--- config.mk ---
export PLATFORM = sky130hd
export DESIGN_NAME = mem_access_unit
export DESIGN_NICKNAME = d
export VERILOG_FILES = /design/src/rtl/mem_access_unit.sv
export SDC_FILE = /design/constraint.sdc
export NUM_CORES = 1
export LEC_CHECK = 0
export BUFFER_PORTS_ARGS = -buffer_cell sky130_fd_sc_hd__buf_2
export CORE_AREA = 2 2 111 113
export DETAILED_ROUTE_END_ITERATION = 10
export DIE_AREA = 0 0 113 115
export SETUP_SLACK_MARGIN = 0.15
export SLEW_MARGIN = 20
export SYNTH_ARGS = -nofsm -noshare
export SYNTH_HDL_FRONTEND = slang
export SYNTH_SLANG_ARGS = --single-unit
--- constraint.sdc ---
create_clock -name clock -period 4.2 [get_ports clock]
set_input_delay 0.42 -clock clock [delete_from_list [all_inputs] [get_ports clock]]
set_output_delay 0.42 -clock clock [all_outputs]
set_load 0.005 [all_outputs]
--- src/rtl/mem_access_unit.sv ---
// Word-to-byte memory access unit: splits each 16-bit request from the control unit
// into two byte accesses (low byte first) on a byte-wide memory port.
module mem_access_unit #(
  parameter int unsigned ADDR_WIDTH   = 14,
  parameter int unsigned READ_LATENCY = 1
) (
  input  logic        clock,
  input  logic        reset,
  input  logic        req_valid,
  output logic        req_ready,
  input  logic        req_write,
  input  logic [15:0] req_addr,
  input  logic [15:0] req_wdata,
  output logic        resp_valid,
  output logic [15:0] resp_rdata,
  output logic        resp_err,
  output logic [15:0] mem_addr,
  output logic [7:0]  mem_wdata,
  output logic        mem_we,
  input  logic [7:0]  mem_rdata
);

  localparam int unsigned AW    = ADDR_WIDTH;
  localparam int unsigned CNT_W = 2;
  // Highest legal word address: its high byte must still be inside the array.
  localparam logic [15:0] MAX_ADDR = 16'((32'd1 << AW) - 32'd2);
  localparam logic [CNT_W-1:0] LAT_INIT = CNT_W'(READ_LATENCY - 1);

  typedef enum logic [2:0] {
    IDLE,
    ISSUE_LO,
    WAIT_LO,
    ISSUE_HI,
    WAIT_HI,
    DONE
  } state_e;

  state_e           state_q, state_d;
  logic             write_q, write_d;
  logic [AW-1:0]    addr_q, addr_d;
  logic [15:0]      wdata_q, wdata_d;
  logic             err_q, err_d;
  logic [CNT_W-1:0] cnt_q, cnt_d;
  logic [7:0]       lo_q, lo_d;

  logic             req_ready_q, req_ready_d;
  logic             resp_valid_q, resp_valid_d;
  logic [15:0]      resp_rdata_q, resp_rdata_d;
  logic             resp_err_q, resp_err_d;
  logic [15:0]      mem_addr_q, mem_addr_d;
  logic [7:0]       mem_wdata_q, mem_wdata_d;
  logic             mem_we_q, mem_we_d;

  logic [15:0]      addr_hi;

  assign addr_hi = 16'(AW'(addr_q + AW'(1)));

  always_ff @(posedge clock) begin
    if (reset) begin
      state_q      <= IDLE;
      write_q      <= 1'b0;
      addr_q       <= '0;
      wdata_q      <= '0;
      err_q        <= 1'b0;
      cnt_q        <= '0;
      lo_q         <= '0;
      req_ready_q  <= 1'b1;
      resp_valid_q <= 1'b0;
      resp_rdata_q <= '0;
      resp_err_q   <= 1'b0;
      mem_addr_q   <= '0;
      mem_wdata_q  <= '0;
      mem_we_q     <= 1'b0;
    end else begin
      state_q      <= state_d;
      write_q      <= write_d;
      addr_q       <= addr_d;
      wdata_q      <= wdata_d;
      err_q        <= err_d;
      cnt_q        <= cnt_d;
      lo_q         <= lo_d;
      req_ready_q  <= req_ready_d;
      resp_valid_q <= resp_valid_d;
      resp_rdata_q <= resp_rdata_d;
      resp_err_q   <= resp_err_d;
      mem_addr_q   <= mem_addr_d;
      mem_wdata_q  <= mem_wdata_d;
      mem_we_q     <= mem_we_d;
    end
  end

  // Memory-port outputs are registered, so they are computed for the state being entered.
  always_comb begin
    state_d      = state_q;
    write_d      = write_q;
    addr_d       = addr_q;
    wdata_d      = wdata_q;
    err_d        = err_q;
    cnt_d        = cnt_q;
    lo_d         = lo_q;
    resp_rdata_d = resp_rdata_q;
    mem_addr_d   = mem_addr_q;
    mem_wdata_d  = mem_wdata_q;
    mem_we_d     = 1'b0;

    case (state_q)
      IDLE: begin
        if (req_valid) begin
          write_d = req_write;
          addr_d  = req_addr[AW-1:0];
          wdata_d = req_wdata;
          if (req_addr > MAX_ADDR) begin
            err_d   = 1'b1;
            state_d = DONE;
          end else begin
            err_d      = 1'b0;
            state_d    = ISSUE_LO;
            mem_addr_d = 16'(req_addr[AW-1:0]);
            mem_we_d   = req_write;
            if (req_write) begin
              mem_wdata_d = req_wdata[7:0];
            end
          end
        end
      end
      ISSUE_LO: begin
        if (write_q) begin
          state_d     = ISSUE_HI;
          mem_addr_d  = addr_hi;
          mem_wdata_d = wdata_q[15:8];
          mem_we_d    = 1'b1;
        end else begin
          state_d = WAIT_LO;
          cnt_d   = LAT_INIT;
        end
      end
      WAIT_LO: begin
        if (cnt_q == '0) begin
          lo_d       = mem_rdata;
          state_d    = ISSUE_HI;
          mem_addr_d = addr_hi;
        end else begin
          cnt_d = CNT_W'(cnt_q - CNT_W'(1));
        end
      end
      ISSUE_HI: begin
        if (write_q) begin
          state_d = DONE;
        end else begin
          state_d = WAIT_HI;
          cnt_d   = LAT_INIT;
        end
      end
      WAIT_HI: begin
        if (cnt_q == '0) begin
          resp_rdata_d = {mem_rdata, lo_q};
          state_d      = DONE;
        end else begin
          cnt_d = CNT_W'(cnt_q - CNT_W'(1));
        end
      end
      DONE: begin
        state_d = IDLE;
      end
      default: begin
        state_d = IDLE;
      end
    endcase

    req_ready_d  = (state_d == IDLE);
    resp_valid_d = (state_d == DONE);
    resp_err_d   = (state_d == DONE) && err_d;
  end

  assign req_ready  = req_ready_q;
  assign resp_valid = resp_valid_q;
  assign resp_rdata = resp_rdata_q;
  assign resp_err   = resp_err_q;
  assign mem_addr   = mem_addr_q;
  assign mem_wdata  = mem_wdata_q;
  assign mem_we     = mem_we_q;

endmodule

Word-level counts from Yosys, hierarchy flattened --
Index checks and enable logic that the tools add are counted. Widths: inputs -> output; s select.
Word-level totals: register bits after elaboration 89, bits of input ports 44, output and inout port bits 44, logic and storage cells 71
Operators by class: $add $sub $neg 2, $lt $le $gt $ge 1, equal/unequal tests 12, multiplexer cells 27, reduce and logical (&&, ||, !) cells 15
Operators with widths (count):
- $mux 16 | 4
- $pmux 16 s3 | 1
- $mux 8 | 4
- $gt 16x14->1 const B | 1
- $pmux 8 s2 | 1
- $pmux 3 s5 | 1
- $add 14x1->14 const B | 1
- $ne 2x2->1 const B | 7
- $mux 3 | 4
- $reduce_and 5->1 | 2
- $mux 1 | 8
- $eq 3x2->1 const B | 2
- $eq 3x3->1 const B | 2
- $logic_not 3->1 | 2
- $reduce_and 2->1 | 3
- $mux 2 | 2
- $pmux 2 s2 | 1
- $reduce_bool 2->1 | 2
- $reduce_or 2->1 | 2
- $eq 3x1->1 const B | 1
- $reduce_and 3->1 | 1
- $reduce_bool 3->1 | 1
- $logic_not 2->1 | 1
- $pmux 1 s2 | 1
- other kinds (2) | 2

Depth between registers and ports, before layout --
depth in word-level cells 6, depth in mapped cells 9, mapped depth without buffers 7

Worst setup path after synthesis --
Ideal clock, no wire load.
path type register to register, start reg state_q[1], end reg mem_addr_q[10], in the netlist mem_addr[10], library setup time 0.070 ns, data arrival time 1.854 ns, data required time 4.130 ns, slack 2.276 ns, stages on the path, launching flop included 9, path buffers 3, path through dfxtp_1 or2_1 clkbuf_2 o221a_1 a2111o_1 buf_6 buf_6 a211o_1 a21oi_1
On the way: longest elaborated chain between the ends 3, elaborated cells on any way between the ends 10, those cells by class eq/ne (6); mux (1); reduce/logical (3)
RTL lines:
- start: declaration | line 38 | state_e state_q, state_d;
- start signal: assignment | line 75 | state_q <= state_d;
- $eq 3x2->1, or another cell as far along | line 106 | case (state_q)
- $ne 2x2->1 (no line) or $reduce_bool 3->1 (tied branches)
- $reduce_and 5->1 (no line)
- end signal: assignment | line 86 | mem_addr_q <= mem_addr_d;
- end: declaration | line 50 | logic [15:0] mem_addr_q, mem_addr_d;
Several ways; a longest one is shown, not always the timed one. A chain may end at the register's enable or synchronous reset.

Worst setup path after layout --
start reg state_q[2], end reg mem_we_q, in the netlist mem_we
On the way: longest elaborated chain between the ends 2, elaborated cells on any way between the ends 3, those cells by class eq/ne (1); mux (1); reduce/logical (1)
RTL lines:
- $eq 3x1->1 or $logic_not 3->1 (tied branches) | line 106
- $pmux 1 s2 (*) | line 106
- end signal: assignment | line 88 | mem_we_q <= mem_we_d;
- end: declaration | line 52 | logic mem_we_q, mem_we_d;
Mark *: on every way between the ends. The rest lies on a longest branch, timed or not.

==> results.sh <==
export IMPL_vdd_drop_max_mv=0.213
export IMPL_grt_usage=0.137
export IMPL_core_sq_um=11800
export IMPL_dieWidth_um=113
export IMPL_intPower_mw=1.67
export IMPL_cts_tree="built"
export IMPL_layout_nets=539
export IMPL_syn_to_final_growth_pct=22.0
export IMPL_start_kind="register"
export IMPL_r2r_end="mem_we"
export IMPL_overflow=0
export IMPL_min_period_over_period=0.619
export IMPL_layout_drive_gt1_share=0.228
export IMPL_synth_ff_latch_count=79
export IMPL_post_cts_buffers=0
export IMPL_clock_skew_ns=0.00559
export IMPL_cp_startpoint="state_q[2]"
export IMPL_sequentialPowerShare=0.396
export IMPL_final_hold_viol_count=0
export IMPL_grt_pass1_vias=2883
export IMPL_rr_worst_depth=5
export IMPL_setup_ws_ns=1.60
export IMPL_cts_buffers=9
export IMPL_routed_wl_um=8670
export IMPL_antennaDiodeCount=0
export IMPL_grt_max_degree=65
export IMPL_synth_ff_type="dfxtp_1"
export IMPL_pwr_density_cell_nw_per_um2=617
export IMPL_netlist_top_cells_area="dfxtp_1, nand2_1, a21oi_1"
export IMPL_async_reset_ff_frac=0
export IMPL_postCtsResizedCells=0
export IMPL_ant_nets=0
export IMPL_dp_slack_ns=1.57
export IMPL_dieArea_sq_um=13000
export IMPL_io_pins=88
export IMPL_synth_edf_count=0
export IMPL_ff2ff_setup_slack_ns=1.60
export IMPL_clk_pin_slew_worst_paths_ns=0.06
export IMPL_row_count=40
export IMPL_final_area_sq_um=4210
export IMPL_slew_viol_final=0
export IMPL_period_needed_ns=2.60
export IMPL_max_freq_ghz=0.385
export IMPL_grt_pass1_wl_um=14000
export IMPL_ys_seq_area_frac=0.459
export IMPL_synth_cells=422
export IMPL_viasPerCell=4.76
export IMPL_htreeDepth=3
export IMPL_vias=3054
export IMPL_critPathKind="register to register"
export IMPL_worst_r2r_startpoint="state_q[2]"
export IMPL_synth_distinct_cells=44
export IMPL_ys_warn_count=0
export IMPL_netlist_area_leader_share=0.459
export IMPL_syn_area_sq_um=3450
export IMPL_dpl_hpwl_um=6150
export IMPL_avgRoutedWirePerCell_um=13.5
export IMPL_drc=6
export IMPL_place_congestion=0.797
export IMPL_place_area_sq_um=3950
export IMPL_drtIter0Drc=149
export IMPL_total_power_mw=2.60
export IMPL_die_height_um=115
export IMPL_tightestPinTransition_ns=0.881
export IMPL_endpoint_kind="register"
export IMPL_cts_sinks=79
export IMPL_io_buffers=85
export IMPL_initial_core_util=0.292
export IMPL_cp_endpoint="mem_we"
export IMPL_drv_cap=0
export IMPL_antenna_found_initial=0
export IMPL_cp_max_fo=18
export IMPL_clk_insertion_delay_late_ns=0.33
export IMPL_swShare=0.355
export IMPL_cts_hold_buf=0
export IMPL_hold_path_class="primary input to register"
export IMPL_cts_root_buffer="clkbuf_16"
export IMPL_setup_violations=0
export IMPL_yosysTopAreaCell="dfxtp_1"
export IMPL_leakagePower_nw=1.73
export IMPL_relSlewSlack=0.413
export IMPL_worstPathRequired_ns=4.37
export IMPL_netSwitchingPower_mw=0.921
export IMPL_setup_tns_ns=0
export IMPL_violations="design-rule violations"
export IMPL_p_comb_frac=0.338
export IMPL_syn_avg_cell_area_sq_um=8.17
export IMPL_postLayoutCoreUtil=0.356
export IMPL_drt_first_pass_iters=7
export IMPL_clockPowerShare=0.266
export IMPL_cts_path_max_buffers=2
export IMPL_cp_arrival_ns=2.77
export IMPL_grt_setup_unrepaired="false"
export IMPL_outcome="complete, but fails checks"
-- sequential cells by signal (all words and copies together), names as in the netlist, 2 cells and up --
| name | cells |
|---|---|
| wdata_q | 8 |
| cnt_q | 2 |
| mem_wdata | 8 |
| resp_rdata | 16 |
| mem_addr | 14 |
| addr_q | 14 |
| lo_q | 8 |
| state_q | 3 |
-- kinds of logic after synthesis --
kind of cell / count (synthesis) / share of synthesized area
adders and majority gates: 2 / 0.00726
and+or+nand+nor: 176 / 0.214
AOI/OAI and AO/OA: 85 / 0.154
DFF: 79 / 0.459
other: 1 / 0.00109
buffers and inverters: 39 / 0.0508
xor gates and xnor gates: 14 / 0.0356
muxes: 26 / 0.0788
-- critical path, stage by stage, from the launching register on --
cell,delay [ns]
dfxtp_1,0.48
or3_1,0.45
nor2_2,0.49
buf_4,0.32
nand3_1,0.09
a2111oi_0,0.58
-- layer usage --
layer,global-route usage,share of wire
met5,0,0
met4,0.0504,0.014
met3,0.0506,0.069
met2,0.226,0.47
met1,0.163,0.45
-- layout by cell type (no fill, tap or decap), types with 5 or more instances in the layout --
cell type | synthesis | layout
buf_2 | 4 | 85
nand2_1 | 99 | 99
clkbuf_16 | 0 | 9
xnor2_1 | 12 | 12
mux2_2 | 9 | 9
nand4_1 | 5 | 5
mux2i_1 | 17 | 17
inv_1 | 8 | 8
a21oi_1 | 58 | 58
dfxtp_1 | 79 | 79
buf_4 | 2 | 5
nand3_1 | 7 | 7
nor2_1 | 42 | 42
a211o_1 | 12 | 12
-- cell type report --
type	count	area, sq um
tap	147	184
clock inverter	1	7.51
fill	1220	7600
inverter	8	30.0
sequential	79	1580
timing repair buffer	90	463
multi-input combinational	305	1690
clock buffer	12	246
-- power groups by stage --
stage / logic [mW] / registers (mW) / clock network, mW
2_1_floorplan: 0.695 / 1.00 / 0
3_3_place_gp: 0.873 / 1.04 / 0
3_5_place_dp: 0.892 / 1.04 / 0
4_1_cts: 0.892 / 1.03 / 0.718
5_1_grt: 0.999 / 1.05 / 0.742
6_report: 0.877 / 1.03 / 0.690
-- worst min-delay path by stage --
stage                  from            end  slack, ns  cells past startpoint
2_1_floorplan       lo_q[0]  resp_rdata[0]       0.43                      2
3_3_place_gp    mem_addr[4]    mem_addr[4]       0.44                      2
3_5_place_dp   mem_addr[10]   mem_addr[10]       0.44                      2
4_1_cts        req_wdata[8]     wdata_q[8]       0.31                      3
5_1_grt        req_wdata[8]     wdata_q[8]       0.32                      3
6_report       req_wdata[8]     wdata_q[8]       0.32                      3
-- Yosys cell counts (all sizes together) (2+ instances only) --
cell type and n:
nand4 5, nor3 4, ha 2, nor2b 2, xnor2 12, mux2 9, inv 8, a31oi 2
mux2i 17, nand2b 4, nand3 7, nor2 43, clkbuf 21, a211o 12, or2 3, dfxtp 79
nand2 99, nor4 4, o21ai 3, buf 10, a21oi 58, xor2 2, nand3b 2
-- through the flow --
step	std cells	hold slack (ns)
2_1_floorplan	423	0.431
3_3_place_gp	629	0.436
3_5_place_dp	629	0.444
4_1_cts	642	0.310
5_1_grt	642	0.319
6_report	642	0.322
Power figures use the tool's default switching activity.
